--- config.mk ---
export PLATFORM = sky130hd
export DESIGN_NAME = serial_adder
export DESIGN_NICKNAME = d
export VERILOG_FILES = /design/src/rtl/basic_arith_pkg.sv /design/src/rtl/full_adder.sv /design/src/rtl/serial_adder.sv
export SDC_FILE = /design/constraint.sdc
export NUM_CORES = 1
export LEC_CHECK = 0
export ABC_CLOCK_PERIOD_IN_PS = 1800
export CAP_MARGIN = 20
export CORE_ASPECT_RATIO = 0.5
export CORE_UTILIZATION = 25
export DETAILED_ROUTE_END_ITERATION = 8
export GPL_TIMING_DRIVEN = 0
export SLEW_MARGIN = 10
export SYNTH_ARGS = -nofsm -noshare
export SYNTH_HDL_FRONTEND = slang
export SYNTH_SLANG_ARGS = --single-unit
--- constraint.sdc ---
create_clock -name clk -period 1.8 [get_ports clk]
set_input_delay 0.36 -clock clk [delete_from_list [all_inputs] [get_ports clk]]
set_output_delay 0.36 -clock clk [all_outputs]
set_load 0.005 [all_outputs]
--- src/rtl/basic_arith_pkg.sv ---
// Shared definitions for the basic arithmetic modules.
//   state_e         : sequencing states for the bit-serial datapaths
//   DEFAULT_WIDTH   : default operand width
//   count_width()   : width of a counter that must hold 0..w-1
package basic_arith_pkg;

  typedef enum logic [1:0] {
    IDLE = 2'd0,
    RUN  = 2'd1,
    DONE = 2'd2
  } state_e;

  localparam int unsigned DEFAULT_WIDTH = 8;

  // At least one bit, so that a 1-bit count stays legal for tiny widths.
  function automatic int unsigned count_width(input int unsigned w);
    int unsigned cw;
    cw = $clog2(w);
    return (cw < 1) ? 1 : cw;
  endfunction

endpackage

--- src/rtl/full_adder.sv ---
// One-bit full adder slice, purely combinational.
//   a, b : operand bits
//   cin  : carry in
//   s    : sum bit
//   cout : carry out (majority of a, b, cin)
module full_adder (
  input  logic a,
  input  logic b,
  input  logic cin,
  output logic s,
  output logic cout
);

  assign s    = a ^ b ^ cin;
  assign cout = (a & b) | (a & cin) | (b & cin);

endmodule

--- src/rtl/serial_adder.sv ---
// Bit-serial unsigned adder: loads two WIDTH-bit operands, adds them LSB
// first through one full-adder slice over WIDTH cycles, then presents the
// parallel sum and carry out with a one-cycle done pulse.
//   clk       : clock, rising edge
//   rst       : synchronous active-high reset
//   start     : request, sampled only in IDLE or DONE
//   a, b      : operands, captured on the accepting edge
//   sum       : registered (a+b) mod 2^WIDTH
//   carry_out : registered carry out of bit WIDTH-1
//   busy      : high while adding
//   done      : one-cycle pulse when sum/carry_out are newly valid
module serial_adder
  import basic_arith_pkg::*;
#(
  parameter int unsigned WIDTH = DEFAULT_WIDTH
) (
  input  logic             clk,
  input  logic             rst,
  input  logic             start,
  input  logic [WIDTH-1:0] a,
  input  logic [WIDTH-1:0] b,
  output logic [WIDTH-1:0] sum,
  output logic             carry_out,
  output logic             busy,
  output logic             done
);

  localparam int unsigned       CW   = count_width(WIDTH);
  localparam logic [CW-1:0]     LAST = CW'(WIDTH - 1);

  state_e           state_q, state_d;
  logic [WIDTH-1:0] sa_q, sa_d;
  logic [WIDTH-1:0] sb_q, sb_d;
  logic [WIDTH-1:0] ps_q, ps_d;
  logic [WIDTH-1:0] sum_q, sum_d;
  logic [CW-1:0]    count_q, count_d;
  logic             c_q, c_d;
  logic             carry_q, carry_d;
  logic             busy_q, busy_d;
  logic             done_q, done_d;

  logic             fa_s;
  logic             fa_cout;

  full_adder u_fa (
    .a    (sa_q[0]),
    .b    (sb_q[0]),
    .cin  (c_q),
    .s    (fa_s),
    .cout (fa_cout)
  );

  always_comb begin
    state_d = state_q;
    sa_d    = sa_q;
    sb_d    = sb_q;
    ps_d    = ps_q;
    sum_d   = sum_q;
    count_d = count_q;
    c_d     = c_q;
    carry_d = carry_q;

    unique case (state_q)
      IDLE, DONE: begin
        if (start) begin
          sa_d    = a;
          sb_d    = b;
          ps_d    = '0;
          c_d     = 1'b0;
          count_d = '0;
          state_d = RUN;
        end else begin
          state_d = IDLE;
        end
      end

      RUN: begin
        sa_d    = sa_q >> 1;
        sb_d    = sb_q >> 1;
        c_d     = fa_cout;
        ps_d    = {fa_s, ps_q[WIDTH-1:1]};
        count_d = count_q + 1'b1;
        // Last slice: publish the completed word, including this cycle's bit.
        // The counter is cleared so it never needs to represent WIDTH.
        if (count_q == LAST) begin
          sum_d   = {fa_s, ps_q[WIDTH-1:1]};
          carry_d = fa_cout;
          count_d = '0;
          state_d = DONE;
        end
      end

      default: state_d = IDLE;
    endcase

    // Status flags are registered copies of the next state.
    busy_d = (state_d == RUN);
    done_d = (state_d == DONE);
  end

  always_ff @(posedge clk) begin
    if (rst) begin
      state_q <= IDLE;
      sa_q    <= '0;
      sb_q    <= '0;
      ps_q    <= '0;
      sum_q   <= '0;
      count_q <= '0;
      c_q     <= 1'b0;
      carry_q <= 1'b0;
      busy_q  <= 1'b0;
      done_q  <= 1'b0;
    end else begin
      state_q <= state_d;
      sa_q    <= sa_d;
      sb_q    <= sb_d;
      ps_q    <= ps_d;
      sum_q   <= sum_d;
      count_q <= count_d;
      c_q     <= c_d;
      carry_q <= carry_d;
      busy_q  <= busy_d;
      done_q  <= done_d;
    end
  end

  assign sum       = sum_q;
  assign carry_out = carry_q;
  assign busy      = busy_q;
  assign done      = done_q;

endmodule

## Word level (Yosys, flattened, before mapping)

Index checks and enable logic that the tools add are counted.

| word-level totals | value |
|---|---|
| flip-flop bits (word level) | 41 |
| word-level logic and storage cells | 43 |

| cells by class | value |
|---|---|
| add/subtract/negate cells | 1 |
| equal/unequal tests | 6 |
| multiplexer cells | 14 |
| bitwise logic cells | 7 |
| reductions and logical operators | 5 |

Operators with widths:

| cell | count |
|---|---|
| $pmux W8 S2 | 3 |
| $mux W8 | 3 |
| $mux W3 | 2 |
| $pmux W3 S2 | 1 |
| $eq A2 B1 Y1 const B | 2 |
| $eq A2 B2 Y1 const B | 2 |
| $pmux W2 S2 | 1 |
| $reduce_and A2 Y1 | 2 |
| $add A3 B1 Y3 const B | 1 |
| $and A1 B1 Y1 | 3 |
| $eq A3 B3 Y1 const B | 1 |
| $logic_not A2 Y1 | 1 |
| $mux W1 | 2 |
| $mux W2 | 1 |
| $ne A2 B2 Y1 const B | 1 |
| $or A1 B1 Y1 | 2 |
| $pmux W1 S2 | 1 |
| $reduce_bool A2 Y1 | 1 |
| $reduce_or A2 Y1 | 1 |
| $xor A1 B1 Y1 | 2 |

## Longest topological paths before layout

Gate-level depths: netlist of run 1.

| depth | value |
|---|---|
| depth after elaboration | 4 |
| depth in mapped cells | 6 |

## Hierarchy

A second synthesis of run 1 with hierarchy kept.

| unflattened totals | value |
|---|---|
| cell total of the unflattened synthesis | 193 |
| area, all modules | 1,660.3 sq um |

Modules (own cells, without submodules):

| module | times used | cells an instance | area each (sq um) |
|---|---|---|---|
| serial_adder | 1 | 192 | 1,640.3 |
| full_adder | 1 | 1 | 20.0 |

## Worst setup path before layout of run 1

OpenSTA, ideal clock, no wires.

| timing path | value |
|---|---|
| kind | flip-flop to flip-flop |
| start point | reg count_q[0] |
| end point | reg carry_q, in the netlist carry_out |
| arrival time | 1,232 ps |
| required time | 1,714 ps |
| slack | 483 ps |
| stages on the path, launching flop included | 6 |
| cell sequence | dfxtp_1 > ha_1 > ha_1 > and3b_1 > buf_4 > a211oi_1 |

| on the way | value |
|---|---|
| word-level cells in the longest chain between the ends | 2 |

Ends and longest elaborated chain:

| element | RTL line | text |
|---|---|---|
| start, declared | serial_adder.sv:36 | `logic [CW-1:0] count_q, count_d;` |
| start signal, assigned | serial_adder.sv:119 | `count_q <= count_d;` |
| $eq A3 B3 Y1 | serial_adder.sv:85 | `if (count_q == LAST) begin` |
| $reduce_and A2 Y1 (no source line) | n/a |  |
| end signal, assigned | serial_adder.sv:121 | `carry_q <= carry_d;` |
| end, declared | serial_adder.sv:38 | `logic carry_q, carry_d;` |

No other way between the ends.
A chain may end at the register's enable or synchronous reset.

## Final worst setup path of run 1

| timing path | value |
|---|---|
| start point | reg sum_q[5], in the netlist sum[5] |
| end point | out sum[5] |

RTL lines:

| element | RTL line | text |
|---|---|---|
| start, declared | serial_adder.sv:35 | `logic [WIDTH-1:0] sum_q, sum_d;` |
| start signal, assigned | serial_adder.sv:118 | `sum_q <= sum_d;` |
| end, declared | serial_adder.sv:22 | `output logic [WIDTH-1:0] sum,` |

No word-level cell between the ends.

==> results of run 1 <==
-- power groups by stage --
stage,clock network (mW),registers [mW],logic [mW]
after floorplan,0,0.966,0.146
after global placement,0,0.971,0.223
after detailed placement,0,0.972,0.226
after CTS,1.04,0.953,0.228
after global routing,1.08,0.958,0.254
final,1.01,0.954,0.227
-- layer usage --
metal  up-vias  share of wire, %
met4         0               1.0
met1       620                49
met5         -                 0
met2        27                46
li1        689                 -
met3         4               4.8
-- cell usage in the layout, fill, tap and decap left out, types with 4 or more instances in the layout --
cell type and count:
dfxtp_1 40, clkdlybuf4s50_1 28, nor3_1 24, nand2_1 24
a21oi_1 19, o22ai_1 14, nand3_1 12, buf_2 7
nor2_1 7, clkbuf_16 5, clkbuf_1 4
-- how the worst max path moves through the flow --
stage	slack (ns)	end	cells past startpoint	start
after floorplan	0.48	carry_out$_SDFFE_PP0P_	5	count_q[0]$_SDFFE_PP0P_
after global placement	0.13	sb_q[5]$_SDFFE_PP0P_	5	start
after detailed placement	0.11	sb_q[2]$_SDFFE_PP0P_	5	start
after CTS	0.29	sum[5]	1	sum[5]$_SDFFE_PP0P_
after global routing	0.22	carry_out$_SDFFE_PP0P_	5	count_q[0]$_SDFFE_PP0P_
final	0.31	sum[5]	1	sum[5]$_SDFFE_PP0P_
-- layout make-up --
class                      count  area [um^2]  share of cell area [%]
clock inverter                 3         46.3                    2.24
buffer                        14         76.3                    3.69
clock buffer                   5          125                    6.05
multi-input combinational    118          637                    30.8
inverter                       3         11.3                   0.544
timing repair buffer          28          280                    13.6
tap                           73         91.3                    4.42
sequential                    40          801                    38.7
-- through the flow --
| stage | cell area [um^2] | hold WS [ns] | utilization [%] | power (mW) | setup WS [ns] |
|---|---|---|---|---|---|
| 3_5_place_dp | 1900 | 0.449 | 33.4 | 1.20 | 0.107 |
| 2_1_floorplan | 1530 | 0.432 | - | 1.11 | 0.483 |
| 5_1_grt | 2070 | 0.469 | 36.4 | 2.29 | 0.217 |
| 4_1_cts | 2070 | 0.458 | 36.4 | 2.22 | 0.293 |
| 3_3_place_gp | 1900 | 0.447 | 33.4 | 1.19 | 0.127 |
| 6_report | 2070 | 0.452 | 36.4 | 2.19 | 0.306 |
-- cell families (layout without fill, tap and decap cells) --
family | Yosys count | in the layout | synth area share (%)
flops | 40 | 40 | 52.5
fa+ha+maj | 3 | 3 | 2.95
simple gates | 76 | 76 | 23.8
compound gates | 39 | 39 | 15.0
buf+inv | 17 | 53 | 5.74
-- flip-flops by register name (all words and copies together) (netlist names), 2 cells and up --
signal   cells
count_q      3
ps_q         7
sa_q         8
sb_q         8
state_q      2
sum          8
==> flow_summary.toml, run 1 <==
[run_status]
status = "complete, no violations"

[run]
maxCapViolations = 0

[hold_path]
min_path_type = "flop to flop"
min_from = "ps_q[1]$_SDFFE_PP0P_"
holdPathStages = 2
min_to = "sum[0]$_SDFFE_PP0P_"

[sta]
relSlewSlack_pct = 68.4
final.setup.tns_ns = 0
rsz0062_at_grt = "false"
finClkSkew_ns = 0.00429
post-route-period-util_pct = 83.0
tightest_slew_ns = 0.474
hold_viol = 0
fmax_mhz = 670
maxSlewViolCount = 0
setup_viol = 0
finalCriticalPeriod_ns = 1.49

[global_route]
antenna_found_initial = 0
busiest_layer = "met2"
grt_pass1_vias = 1260
track_usage_pct = 12.0
use_met2_pct = 20.8
met3_usage_pct = 3.83
grt_max_degree = 15
grt.met1_usage_pct = 14.0
grt_first_pass_wirelength_mm = 5.91
gr-total-overflow = 0

[route]
ant_nets = 0
wl_per_cell_um = 12.4
via_count = 1340
viasPerCell = 4.72
firstDrtPassIters = 4
drc = 0
drt_iter0_drc = 75
routed_wl_mm = 3.51

[clock_tree]
cts_made_buffers = 5
cts_resized = 0
post_cts_buffers = 0
cts_sinks = 40
clk_path_buf_depth = 2
clk_latency_ns = 0.28
cts_tree = "yes"
h-tree-depth = 2
clkSlewWorstSetupHoldPaths_ns = 0.06
root_buffer = "clkbuf_16"
postCtsHoldBufs = 0

[yosys]
synth-edff-count = 0
netlist_top_cells_count = "dfxtp_1 (40), nand2_1 (24), nor3_1 (24), a21oi_1 (19), o22ai_1 (14)"
synth_area_leaders = "dfxtp_1 (53%), nor3_1 (7.9%), a21oi_1 (6.2%)"
syn_area_um2 = 1530
yosys.area.top_type = "dfxtp_1"
syn_avg_cell_area_um2 = 8.72
yosysTopAreaCellShare_pct = 52.5
ys_ff_latch = 40
syn_inst = 175
async_flop_share_pct = 0
synth_nets = 197
synth_most_common_cell = "dfxtp_1"
synth_top_flop_cell = "dfxtp_1"
yosysUniqueCellTypes = 25
ys_warn_count = 0
ys_seq_area_share_pct = 52.5

[power_and_ir_drop]
p_leak_nw = 0.718
p_clk_share_pct = 46.1
power_density_nw_per_um2 = 1060
p_int_mw = 1.70
peakVddDrop_mv = 0.331
pwr-share-comb_pct = 10.3
switchingPower_mw = 0.495
seqPwrFrac_pct = 43.5
swShare_pct = 22.6

[worst_setup_path]
crit_path_start_kind = "flop"
reg2reg_from = "count_q[0]$_SDFFE_PP0P_"
slowest_delay_ns = 0.51
crit_path_end_kind = "primary output"
cp_cell_sequence = "clkdlybuf4s50_1"
rr_endpoint = "sum[7]$_SDFFE_PP0P_"
required_ns = 1.44
critical-path-top-delay-family = "buffers and inverters"
setup.worst_path.class = "flop to primary output"
cp_num_buf_inv = 1
cp_data_arrival_time_ns = 1.13
cpMaxStageDelayCell = "clkdlybuf4s50_1"
reg2reg_slack_ns = 0.33
r2r_cells = 6
critPathMaxFanout = 2

[die]
die_area_um2 = 6440
io_pins = 30
start_util_pct = 26.8
die_h_um = 57.2
rows = 19
die_w_um = 112
core_um2 = 5680

[final_layout]
antennaDiodeCount = 0
drive_above_1_share_pct = 9.00
stdcell_count = 284
nFillCells = 568
area_growth_pct = 35.6
layout.nets = 232

[placed_design]
routabilityCongestion = 0.728
io_buffers = 28
post-dp-hpwl_mm = 2.44
place_inst = 276
No activity file was read; power rests on OpenSTA's default activity.
==> inputs of run 2 (changes only) <==
--- a/config.mk
+++ b/config.mk
@@ -5,7 +5,7 @@
 export SDC_FILE = /design/constraint.sdc
 export NUM_CORES = 1
 export LEC_CHECK = 0
-export ABC_CLOCK_PERIOD_IN_PS = 1800
+export ABC_CLOCK_PERIOD_IN_PS = 1400
 export CAP_MARGIN = 20
 export CORE_ASPECT_RATIO = 0.5
 export CORE_UTILIZATION = 25
==> constraint.sdc (replaced) <==
create_clock -name clk -period 1.4 [get_ports clk]
set_input_delay 0.28 -clock clk [delete_from_list [all_inputs] [get_ports clk]]
set_output_delay 0.28 -clock clk [all_outputs]
set_load 0.005 [all_outputs]
==> flow_summary.toml, run 2 (synthesis gave the netlist of run 1 again) <==
[run_status]
status = "complete, no violations"

[route]
wl_per_cell_um = 12.6
viasPerCell = 4.73
ant_nets = 0
drc = 0
via_count = 1363
drt_iter0_drc = 98
routed_wl_mm = 3.63
firstDrtPassIters = 4

[sta]
worst_slack_ns = 0.0335
maxSlewViolCount = 0
hold_ws_ns = 0.394
post-route-period-util_pct = 97.6
relSlewSlack_pct = 65.5
finClkSkew_ns = 0.00397
hold_viol = 0
finalCriticalPeriod_ns = 1.37
setup_viol = 0
fmax_mhz = 732
tightest_slew_ns = 0.517
final.setup.tns_ns = 0

[die]
die_h_um = 57.2
start_util_pct = 26.8
rows = 19
io_pins = 30
core_um2 = 5680
die_w_um = 112
die_area_um2 = 6440

[clock_tree]
clk_path_buf_depth = 2
clkSlewWorstSetupHoldPaths_ns = 0.06
h-tree-depth = 2
root_buffer = "clkbuf_16"
cts_tree = "yes"
postCtsHoldBufs = 0
cts_sinks = 40
clk_latency_ns = 0.28
cts_made_buffers = 5

[placed_design]
post-dp-hpwl_mm = 2.44
place_inst = 276
place_ws_ns = -0.213
io_buffers = 28
routabilityCongestion = 0.728

[power_and_ir_drop]
power_density_nw_per_um2 = 1310
p_leak_nw = 0.876
pwr-share-comb_pct = 10.4
p_clk_share_pct = 46.1
swShare_pct = 22.6
switchingPower_mw = 0.639
seqPwrFrac_pct = 43.5
peakVddDrop_mv = 0.424
p_int_mw = 2.18

[final_layout]
final_cell_mix = "dfxtp_1 (38), nor3_1 (24), nand2_1 (24), a21oi_1 (19), clkdlybuf4s50_1 (19)"
utilization_pct = 37.8
antennaDiodeCount = 0
layout.nets = 236
area_growth_pct = 40.8
layout_commonest_cell = "dfxtp_1"
drive_above_1_share_pct = 14.0
stdcell_count = 288
nFillCells = 567

[global_route]
antenna_found_initial = 0
grt_max_degree = 15
gr-total-overflow = 0
grt_pass1_vias = 1277
track_usage_pct = 12.1
grt_first_pass_wirelength_mm = 5.95

[worst_setup_path]
cp_data_arrival_time_ns = 1.56
required_ns = 1.59
critPathMaxFanout = 5
setup.worst_path.class = "flop to flop"
crit_path_start_kind = "flop"
crit_path_end_kind = "flop"

[hold_path]
min_path_type = "input pin to flop"

[run]
maxCapViolations = 0
run 2: changes by cell type in the layout (fill, tap and decap cells not counted), moves of 2 or more:
cell | before | now
ha_1 | 2 | 0
buf_6 | 1 | 3
buf_4 | 2 | 4
dfxtp_1 | 40 | 38
dfxtp_2 | 0 | 2
clkdlybuf4s50_1 | 28 | 19
dlygate4sd2_1 | 0 | 2
dlymetal6s2s_1 | 0 | 7
run 2: stage by stage:
step	cell area [um^2]	total power [mW]
after detailed placement	1900	1.54
after global routing	2150	2.94
after CTS	2090	2.86
after global placement	1900	1.53
after floorplan	1530	1.43
final	2150	2.82
run 2: worst paths after layout:
kind	startpoint	endpoint	slack, ns	cells past startpoint
max	count_q[0]$_SDFFE_PP0P_	sum[7]$_SDFFE_PP0P_	0.03	5
min	rst	busy$_SDFF_PP0_	0.39	2
min reg2reg	sum[6]$_SDFFE_PP0P_	sum[6]$_SDFFE_PP0P_	0.45	2
max reg2reg	count_q[0]$_SDFFE_PP0P_	sum[7]$_SDFFE_PP0P_	0.03	5
run 2: worst max-delay path, stage by stage (launching register included):
cell and delay [ns]:
dfxtp_2 0.33, ha_2 0.20, ha_4 0.17, and3b_2 0.24, buf_6 0.14, a211oi_1 0.21
run 2: layout make-up:
| type | instances | area, um^2 | share of cell area [%] |
|---|---|---|---|
| clock buffer | 5 | 125 | 5.83 |
| clock inverter | 3 | 46.3 | 2.16 |
| inverter | 3 | 11.3 | 0.524 |
| timing repair buffer | 32 | 329 | 15.3 |
| tap | 73 | 91.3 | 4.25 |
| sequential | 40 | 803 | 37.4 |
| buffer | 14 | 80.1 | 3.73 |
| multi-input combinational | 118 | 661 | 30.8 |
run 2: power groups by stage:
stage	clock (mW)	sequential (mW)	combinational, mW
3_5_place_dp	0	1.25	0.290
3_3_place_gp	0	1.25	0.286
5_1_grt	1.38	1.23	0.329
4_1_cts	1.34	1.23	0.293
6_report	1.30	1.23	0.294
2_1_floorplan	0	1.24	0.188
run 2: routing by layer:
metal	vias up	global-route usage, %	share of wire, %
li1	696	-	-
met1	634	14.0	48
met2	28	20.9	46
met3	5	3.83	5.1
met4	0	5.52	1.1
met5	-	0	0
run 2: repair_timing:
item,CTS,global route
buffers inserted,2,1
gates cloned,0,1
endpoints found under the setup margin,11,21
resized for setup,6,15
hold endpoints to repair,0,0
